[src/rtl/mem_arb_pkg.sv]
// Shared definitions for the IF/MEM memory port arbiter: FSM state
// encoding, transaction owner IDs and the owner selection rule.
package mem_arb_pkg;

  typedef enum logic [1:0] {
    IDLE  = 2'd0,
    ISSUE = 2'd1,
    WAIT  = 2'd2
  } arb_state_e;

  typedef enum logic {
    OWN_I = 1'b0,
    OWN_D = 1'b1
  } arb_owner_e;

  // Data wins by default; a starved fetch takes the port when both ask.
  function automatic arb_owner_e pick_owner(input logic want_i,
                                            input logic want_d,
                                            input logic starved);
    if (want_d && !(want_i && starved)) return OWN_D;
    return OWN_I;
  endfunction

endpackage

[src/rtl/mem_arb_starve_cnt.sv]
// Saturating count of consecutive fetch losses; at_max flags that the
// next contended grant must go to fetch.
module mem_arb_starve_cnt #(
  parameter int MAX = 4
) (
  input  logic clk,
  input  logic rstn,   // synchronous, active-high
  input  logic inc,
  input  logic clr,
  output logic at_max
);

  localparam int CW = $clog2(MAX + 1);
  localparam logic [CW-1:0] MAX_C = CW'(MAX);

  logic [CW-1:0] cnt;

  // Count contended fetch losses, saturating; a fetch grant clears it.
  always_ff @(posedge clk) begin
    // NOTE: sequential state uses non-blocking assignments so every register samples pre-edge values.
    if (rstn) begin
      cnt <= '0;
    end else if (clr) begin
      cnt <= '0;
    end else if (inc && (cnt != MAX_C)) begin
      cnt <= cnt + 1'b1;
    end
  end

  assign at_max = (cnt == MAX_C);

endmodule

[src/rtl/mem_port_arbiter.sv]
// Shares one single-port memory between the fetch stage (read-only) and
// the memory stage (read/write). One transaction in flight at a time;
// data wins unless fetch has lost STARVE_MAX contended grants in a row.
module mem_port_arbiter
  import mem_arb_pkg::*;
#(
  parameter int AW         = 32,
  parameter int DW         = 32,
  parameter int STARVE_MAX = 4
) (
  input  logic            clk,
  input  logic            rstn,       // synchronous, active-high
  input  logic            i_req,
  input  logic [AW-1:0]   i_addr,
  output logic [DW-1:0]   i_rdata,
  output logic            i_rvalid,
  output logic            i_stall,
  input  logic            d_req,
  input  logic            d_we,
  input  logic [DW/8-1:0] d_be,
  input  logic [AW-1:0]   d_addr,
  input  logic [DW-1:0]   d_wdata,
  output logic [DW-1:0]   d_rdata,
  output logic            d_rvalid,
  output logic            d_stall,
  output logic            mem_req,
  output logic            mem_we,
  output logic [DW/8-1:0] mem_be,
  output logic [AW-1:0]   mem_addr,
  output logic [DW-1:0]   mem_wdata,
  input  logic [DW-1:0]   mem_rdata,
  input  logic            mem_rvalid
);

  arb_state_e state_q, state_d;
  arb_owner_e owner_q, pick;
  logic       grant, done, deliver;
  logic       at_max, cnt_inc, cnt_clr;

  // Next-state, grant and completion decode.
  always_comb begin
    // NOTE: every signal written here gets a default first, so no path can infer a latch.
    state_d = state_q;
    grant   = 1'b0;
    done    = 1'b0;
    pick    = pick_owner(i_req, d_req, at_max);
    case (state_q)
      IDLE: begin
        if (i_req || d_req) begin
          grant   = 1'b1;
          state_d = ISSUE;
        end
      end
      ISSUE: state_d = WAIT;
      WAIT: begin
        // Responses outside WAIT (stale ones after reset included) never reach here.
        if (mem_rvalid) begin
          done    = 1'b1;
          state_d = IDLE;
        end
      end
      default: state_d = IDLE;
    endcase
  end

  // FSM state plus the request captured at grant time, held until the next grant.
  always_ff @(posedge clk) begin
    if (rstn) begin
      state_q   <= IDLE;
      owner_q   <= OWN_I;
      mem_we    <= 1'b0;
      mem_be    <= '0;
      mem_addr  <= '0;
      mem_wdata <= '0;
    end else begin
      state_q <= state_d;
      if (grant) begin
        owner_q <= pick;
        if (pick == OWN_D) begin
          mem_we    <= d_we;
          mem_be    <= d_be;
          mem_addr  <= d_addr;
          mem_wdata <= d_wdata;
        end else begin
          mem_we    <= 1'b0;
          mem_be    <= '1;
          mem_addr  <= i_addr;
          mem_wdata <= '0;
        end
      end
    end
  end

  // Contended data wins feed the starvation count; any fetch grant resets it.
  assign cnt_inc = grant & i_req & d_req & (pick == OWN_D);
  assign cnt_clr = grant & (pick == OWN_I);

  mem_arb_starve_cnt #(
    .MAX (STARVE_MAX)
  ) u_starve (
    .clk    (clk),
    .rstn   (rstn),
    .inc    (cnt_inc),
    .clr    (cnt_clr),
    .at_max (at_max)
  );

  // Reset suppresses any completion or issue seen in the reset cycle itself.
  assign deliver  = done & ~rstn;
  assign mem_req  = (state_q == ISSUE) & ~rstn;

  assign i_rvalid = deliver & (owner_q == OWN_I);
  assign d_rvalid = deliver & (owner_q == OWN_D);
  assign i_rdata  = i_rvalid ? mem_rdata : '0;
  assign d_rdata  = d_rvalid ? mem_rdata : '0;
  assign i_stall  = i_req & ~i_rvalid;
  assign d_stall  = d_req & ~d_rvalid;

endmodule

[config.mk]
export PLATFORM = sky130hd
export DESIGN_NAME = mem_port_arbiter
export DESIGN_NICKNAME = d
export VERILOG_FILES = /design/src/rtl/mem_arb_pkg.sv /design/src/rtl/mem_arb_starve_cnt.sv /design/src/rtl/mem_port_arbiter.sv
export SDC_FILE = /design/constraint.sdc
export NUM_CORES = 1
export LEC_CHECK = 0
export ABC_CLOCK_PERIOD_IN_PS = 2300
export CAP_MARGIN = 20
export CORE_MARGIN = 1.5
export CORE_UTILIZATION = 35
export DETAILED_ROUTE_END_ITERATION = 12
export GPL_TIMING_DRIVEN = 1
export HOLD_SLACK_MARGIN = 0.15
export MAX_ROUTING_LAYER = met4
export PLACE_DENSITY_LB_ADDON = 0.08
export SLEW_MARGIN = 15
export SYNTH_ARGS = -nofsm -noshare
export SYNTH_HDL_FRONTEND = slang
export SYNTH_HIERARCHICAL = 1
export SYNTH_SLANG_ARGS = --single-unit
[constraint.sdc]
create_clock -name clk -period 2.3 [get_ports clk]
set_input_delay 0.345 -clock clk [delete_from_list [all_inputs] [get_ports clk]]
set_output_delay 0.345 -clock clk [all_outputs]
set_load 0.1 [all_outputs]
==> run summary, run 1 <==
I/O pin cnt -> 276
Yosys top cell area share -> 40.3%
Hold Path End -> mem_wdata[30]
Slew Limit Fails -> 0
Clock Path Buffers -> 2
pwr dens -> 574 nW/um2
Ys Warns -> 6
CP max-delay cell -> clkdlybuf4s50_1
Reg2Reg Setup Slack -> 0.23 ns
Final setup viols -> 0
Syn Inst Count -> 463
Post-CTS Setup Bufs -> 0
Hold Fails Final Rpt -> 0
Worst Slack Setup Final -> 0.130 ns
Crit path largest cell delay -> 0.47 ns
CTS resizes -> 0
largest cells by area after synthesis -> dfxtp_1 (40%), and2_1 (11%), nand3_1 (8.7%)
synth unique cells -> 32
Syn Nets -> 603
Slew Limit Headroom -> 44.9%
pre-CTS WS -> 0.144 ns
Area Growth Syn to Fin -> 96.0%
Crit Path Max Fanout -> 34
Tightest Pin Transition -> 0.826 ns
GPL Wtd Cong -> 0.940
syn_area_per_cell -> 8.05 um2
clk_lat worst skew -> 0.35 ns
initial core utilization -> 36.1%
DR WL/cell -> 19.1 um
first-pass GRT wire length -> 24200 um
Vias/cell -> 5.40
Seq pwr share -> 34.6%
core box area -> 10300 um2
Top delay family on crit path -> buffers and inverters
die area -> 11300 um2
clk sinks -> 75
Tmin final -> 2.17 ns
vias in the first global route -> 4282
critical path arrival -> 1.83 ns
critical path class -> input port to output port
Worst Setup End Kind -> output port
register bit count reported by yosys -> 75
Die W -> 106 um
post-synthesis sequential area ratio -> 40.3%
CTS buffer count -> 9
cell-internal power -> 2.50 mW
DP HPWL -> 11900 um
CTS Root Cell -> clkbuf_8
FP Rows -> 37
Max Clock Freq -> 461 MHz
number of buffer and inverter stages on the critical path -> 3
hold buffers post-CTS -> 0
cell count of the worst hold path -> 2
CTS tree -> built
total power -> 4.19 mW
wirelength, routed -> 16200 um
clock network power share -> 25.7%
# fillers -> 775
WP data required -> 1.96 ns
Final period util -> 94.4%
Buffers on Ports -> 275
GRT Total Usage -> 28.4%
layout cell share with drive strength beyond 1 -> 28.1%
Post-synth EDFFs -> 0
Sw Share -> 40.4%
routed vias -> 4575
hold_sp -> mem_wdata[30]
total gr overflow -> 0
FF-to-FF End -> mem_be[3]
die height -> 106 um
power share of the combinational group -> 39.7%
TritonRoute pass-1 iters -> 5
Worst VDD drop -> 417 uV
Async SR Flop Fraction -> 0%
Main synth FF type -> dfxtp_1
most frequent CP cell -> buf_12
antenna violations before repair -> 1
Worst R2R Start -> u_starve/cnt[0]
leading area contributor after synthesis -> dfxtp_1
reg2reg path depth -> 7
DRC viols -> 0
fin cells -> 848
placed insts -> 833
Leak -> 2.86 nW
H-Tree Depth -> 3
total negative slack -> 0 ns
Reg clk slew, reported paths -> 0.07 ns
Detail Route Antenna Nets -> 0
worst hold path class -> flip-flop to flip-flop
RSZ-0062 raised after global routing -> no
# Max-Cap Violations -> 0
CP Launch Type -> input port
largest net degree at the start of global routing -> 77
DRT iter0 DRCs -> 394
outcome -> finished clean
switching power -> 1.69 mW
clock skew -> 0.0154 ns
Synth Cell Area -> 3730 um2
crit-path cells -> clkdlybuf4s50_1 > nor3b_2 > and3_1 > buf_12 > and2_1 > buf_12
fin nets -> 848
==> state kept, by name, indices dropped and copies added, names as in the netlist <==
name / cells
mem_addr: 32
mem_wdata: 32
mem_be: 4
u_starve/cnt: 3
state_q: 2
mem_we: 1
owner_q: 1
==> power by group through the flow <==
stage               Sequential [mW]  Combinational (mW)  Clock, mW
finish                         1.45                1.66       1.08
global route                   1.46                1.73       1.15
CTS                            1.45                1.67       1.10
detailed placement             1.48                1.66          0
global placement               1.48                1.65          0
floorplan                      2.15               0.442          0
==> cell type report <==
cell class | instances | area, um2 | share of cell area [%]
Multi-Input combinational cell | 330 | 1980 | 27.1
Sequential cell | 75 | 1500 | 20.6
Tap cell | 136 | 170 | 2.33
Clock buffer | 9 | 124 | 1.70
Inverter | 3 | 11.3 | 0.154
Clock inverter | 5 | 80.1 | 1.10
Antenna cell | 1 | 2.50 | 0.0343
Timing Repair Buffer | 289 | 3430 | 47.0
==> worst max-delay path by stage <==
stage	from	slack, ns	cells past startpoint	to
after global placement	mem_rvalid	0.16	6	d_rdata[31]
after detailed placement	mem_rvalid	0.14	6	i_rdata[14]
after global routing	mem_rvalid	0.06	6	d_rdata[18]
after CTS	mem_rvalid	0.14	6	i_rdata[14]
after floorplan	rstn	-0.05	6	d_rdata[22]
final	mem_rvalid	0.13	6	d_rdata[18]
==> placed cells by master, fill, tap and decap left out, types with 2 or more instances in the layout <==
cell type / n
and2_1: 47
o21ai_0: 51
nand2b_1: 2
and2_2: 10
and2_4: 8
o21ai_1: 15
clkinvlp_4: 2
dfxtp_1: 75
and3_1: 2
nand2_1: 2
nor2_4: 3
nand3_1: 65
ha_1: 2
mux2_1: 2
nand4_1: 32
nor2b_2: 2
a31oi_1: 32
inv_1: 3
buf_12: 74
o221a_2: 4
clkdlybuf4s50_1: 136
a21oi_1: 36
clkbuf_8: 9
buf_4: 78
nor3b_1: 3
nor3_1: 3
bufinv_16: 2
==> cell families after synthesis <==
group,after synthesis,share of synthesized area (%)
AOI/OAI and AO/OA,140,20.9
adders and majority gates,2,0.671
buffers and inverters,58,7.86
DFF,75,40.3
muxes,2,0.604
and+or+nand+nor,186,29.7
==> through the flow <==
stage | hold WS (ns) | utilization, % | instance area, um2
final | 0.476 | 70.7 | 7300
after global routing | 0.498 | 70.7 | 7300
after CTS | 0.476 | 70.7 | 7300
after detailed placement | 0.466 | 68.7 | 7100
after global placement | 0.458 | 68.7 | 7100
after floorplan | 0.419 | - | 3770
==> cells in the mapped netlist, drive strengths merged (2+ instances only) <==
| library cell | instances |
|---|---|
| dfxtp | 75 |
| o21ai | 66 |
| and2 | 65 |
| nand3 | 65 |
| a21oi | 36 |
| a31oi | 32 |
| nand4 | 32 |
| clkbuf | 30 |
| buf | 25 |
| nor2 | 5 |
| nor3b | 4 |
| o221a | 4 |
| inv | 3 |
| nor3 | 3 |
| a21boi | 2 |
| and3 | 2 |
| ha | 2 |
| mux2 | 2 |
| nand2 | 2 |
| nand2b | 2 |
| nor2b | 2 |
==> per-layer routing <==
layer	GRT usage [%]	up-vias	wire, um
li1	-	2163	-
met1	33.6	2146	6540
met2	44.8	223	7710
met3	6.56	43	1230
met4	14.7	0	705
met5	-	-	0
==> tightest hold or removal path, delay by kind of cell (launching register included) <==
family          cells  cell delay, ns
flops               1            0.31
compound gates      2            0.13
No activity file was read; power rests on OpenSTA's default activity.
==> inputs of run 2 (changes only) <==
ABC_AREA = 1   (was unset)
CORE_UTILIZATION = 34   (was 35)
==> run summary, run 2 <==
outcome -> finished clean
Worst Setup End Kind -> output port
Async SR Flop Fraction -> 0%
Synth Cell Area -> 3630 um2
H-Tree Depth -> 3
hold_sp -> rstn
Adder-Cell Fraction of Synth Area -> 0.690%
CP Launch Type -> flip-flop
GPL Wtd Cong -> 0.905
Final setup viols -> 0
pwr dens -> 552 nW/um2
Area Growth Syn to Fin -> 105%
# fillers -> 827
# Max-Cap Violations -> 0
synth unique cells -> 19
WP data required -> 1.96 ns
main combinational cell family by area after synthesis -> simple AND/OR/NAND/NOR gates
core box area -> 10300 um2
xor and xnor area share after synthesis -> 0%
met1 Use GR -> 31.0%
Die W -> 106 um
critical path class -> flip-flop to output port
wirelength, routed -> 15100 um
Final period util -> 92.3%
FP Rows -> 37
placed insts -> 951
Reg clk slew, reported paths -> 0.08 ns
CTS tree -> built
met2 Resource Use GR -> 44.7%
layout cell share with drive strength beyond 1 -> 26.1%
Ys Warns -> 6
CTS resizes -> 0
DRT iter0 DRCs -> 355
worst hold path class -> input port to flip-flop
Post-synth EDFFs -> 0
Slew Limit Headroom -> 51.7%
fin cells -> 967
Tmin final -> 2.12 ns
die height -> 106 um
Reg2Reg Setup Slack -> 0.39 ns
Crit Path Max Fanout -> 19
Tightest Pin Transition -> 0.724 ns
clock skew -> 0.0103 ns
die area -> 11300 um2
most common cell after layout, fill and taps aside -> nand2_1
post-synthesis sequential area ratio -> 41.4%
DR WL/cell -> 15.6 um
Hold Path End -> mem_be[0]
RSZ-0062 raised after global routing -> no
register bit count reported by yosys -> 75
fin nets -> 966
largest net degree at the start of global routing -> 71
Vias/cell -> 4.82
clk_lat worst skew -> 0.35 ns
Hold Slack -> 0.320 ns
antenna violations before repair -> 0
Detail Route Antenna Nets -> 0
Hold Fails Final Rpt -> 0
initial core utilization -> 35.1%
post-synthesis simple-gate area fraction -> 36.9%
leading area contributor after synthesis -> dfxtp_1
hold buffers post-CTS -> 0
compound-cell area share of the yosys netlist -> 10.5%
Syn Nets -> 708
CTS buffer count -> 9
vias in the first global route -> 4423
Worst R2R Start -> u_starve/cnt[0]
syn_area_per_cell -> 6.39 um2
cell count of the worst hold path -> 4
total gr overflow -> 0
first-pass GRT wire length -> 23400 um
registers with the most flip-flops -> mem_addr: 32 flops, mem_wdata: 32 flops, mem_be: 4 flops
Buffers on Ports -> 275
commonest cells in the netlist -> nand2_1 (173), nor2_1 (82), dfxtp_1 (75), a21oi_1 (69), nand3_1 (68)
GRT Max-Usage Layer -> met2
FF-to-FF End -> u_starve/cnt[2]
M3 GR Usage -> 6.32%
routed vias -> 4661
critical path arrival -> 1.78 ns
reg2reg path depth -> 14
CTS Root Cell -> clkbuf_8
DRC viols -> 0
DP HPWL -> 11900 um
count leader, synth -> nand2_1
Clock Path Buffers -> 2
Worst VDD drop -> 493 uV
GRT Total Usage -> 27.1%
Main synth FF type -> dfxtp_1
mux share of post-synthesis cell area -> 0%
clk sinks -> 75
Max Clock Freq -> 471 MHz
most frequent cells in the layout -> nand2_1 (173), clkdlybuf4s50_1 (136), buf_4 (79)
Yosys top cell area share -> 41.4%
largest cells by area after synthesis -> dfxtp_1 (41%), nand2_1 (18%), a21oi_1 (9.5%)
I/O pin cnt -> 276
Leak -> 3.26 nW
Post-CTS Setup Bufs -> 0
Slew Limit Fails -> 0
# diodes -> 0
Syn Inst Count -> 568
Util after Layout -> 72.1%
TritonRoute pass-1 iters -> 6
[run 2: changes by cell type after synthesis, moves of 4 or more]
cell,change
o221a_2,-4
nor2_1,+80
clkbuf_2,-5
inv_2,+4
a21oi_1,+33
o21ai_1,-15
clkbuf_1,-11
nand2_1,+171
a31oi_1,-32
nand4_1,-31
and2_1,-65
inv_1,+41
o21ai_0,-47
[run 2: per-layer routing]
layer | wire length (um) | vias up
met5 | 0 | -
met4 | 573 | 0
met3 | 1100 | 37
met2 | 7490 | 194
met1 | 5920 | 2142
li1 | - | 2288
[run 2: worst max-delay path by stage]
stage	startpoint	slack (ns)	end	cells after the start
detailed placement	d_req	0.18	u_starve/cnt[2]	10
floorplan	rstn	-0.27	d_rdata[10]	5
CTS	state_q[1]	0.16	i_rdata[11]	8
global route	state_q[1]	0.08	i_rdata[1]	8
finish	state_q[1]	0.18	i_rdata[1]	8
global placement	mem_rvalid	0.23	i_rdata[1]	7
[run 2: per-stage QoR]
| step | area, um2 | setup TNS (ns) | power (mW) | setup WS (ns) |
|---|---|---|---|---|
| global route | 7440 | 0 | 4.28 | 0.0792 |
| global placement | 7250 | 0 | 3.13 | 0.233 |
| floorplan | 3960 | -7.57 | 2.62 | -0.268 |
| detailed placement | 7250 | 0 | 3.15 | 0.180 |
| CTS | 7440 | 0 | 4.14 | 0.157 |
| finish | 7440 | 0 | 4.11 | 0.178 |
[run 2: layout make-up]
cell class | instances | area [um2] | area share (%)
multi-input cells | 405 | 2010 | 27.0
well taps | 136 | 170 | 2.29
repair buffers | 287 | 3380 | 45.4
flip-flops and latches | 75 | 1500 | 20.2
clock inverters | 5 | 52.6 | 0.706
inverters | 48 | 185 | 2.49
clock buffers | 11 | 141 | 1.90
[run 2: worst max-delay path, cell delays in order (launching register included)]
cell	delay (ns)
dfxtp_2	0.37
inv_2	0.04
nor2_2	0.14
nand3_2	0.11
nor2_4	0.18
inv_4	0.07
buf_12	0.19
nor2_4	0.14
buf_12	0.18
[run 2: power by group]
| part | switching (mW) | total (mW) | internal (mW) |
|---|---|---|---|
| combinational | 1.17 | 1.66 | 0.494 |
| sequential | 0.0565 | 1.46 | 1.40 |
| clock | 0.466 | 0.991 | 0.525 |
[run 2: kinds of logic after synthesis]
logic type	Yosys count
simple gates	329
buf+inv	88
flops	75
compound gates	74
fa+ha+maj	2
==> inputs of run 3 (changes only) <==
CTS_CLUSTER_DIAMETER = 200   (was unset)
==> results of run 3 <==
Same layout as run 2: the final DEF is identical, and so are final timing and power.
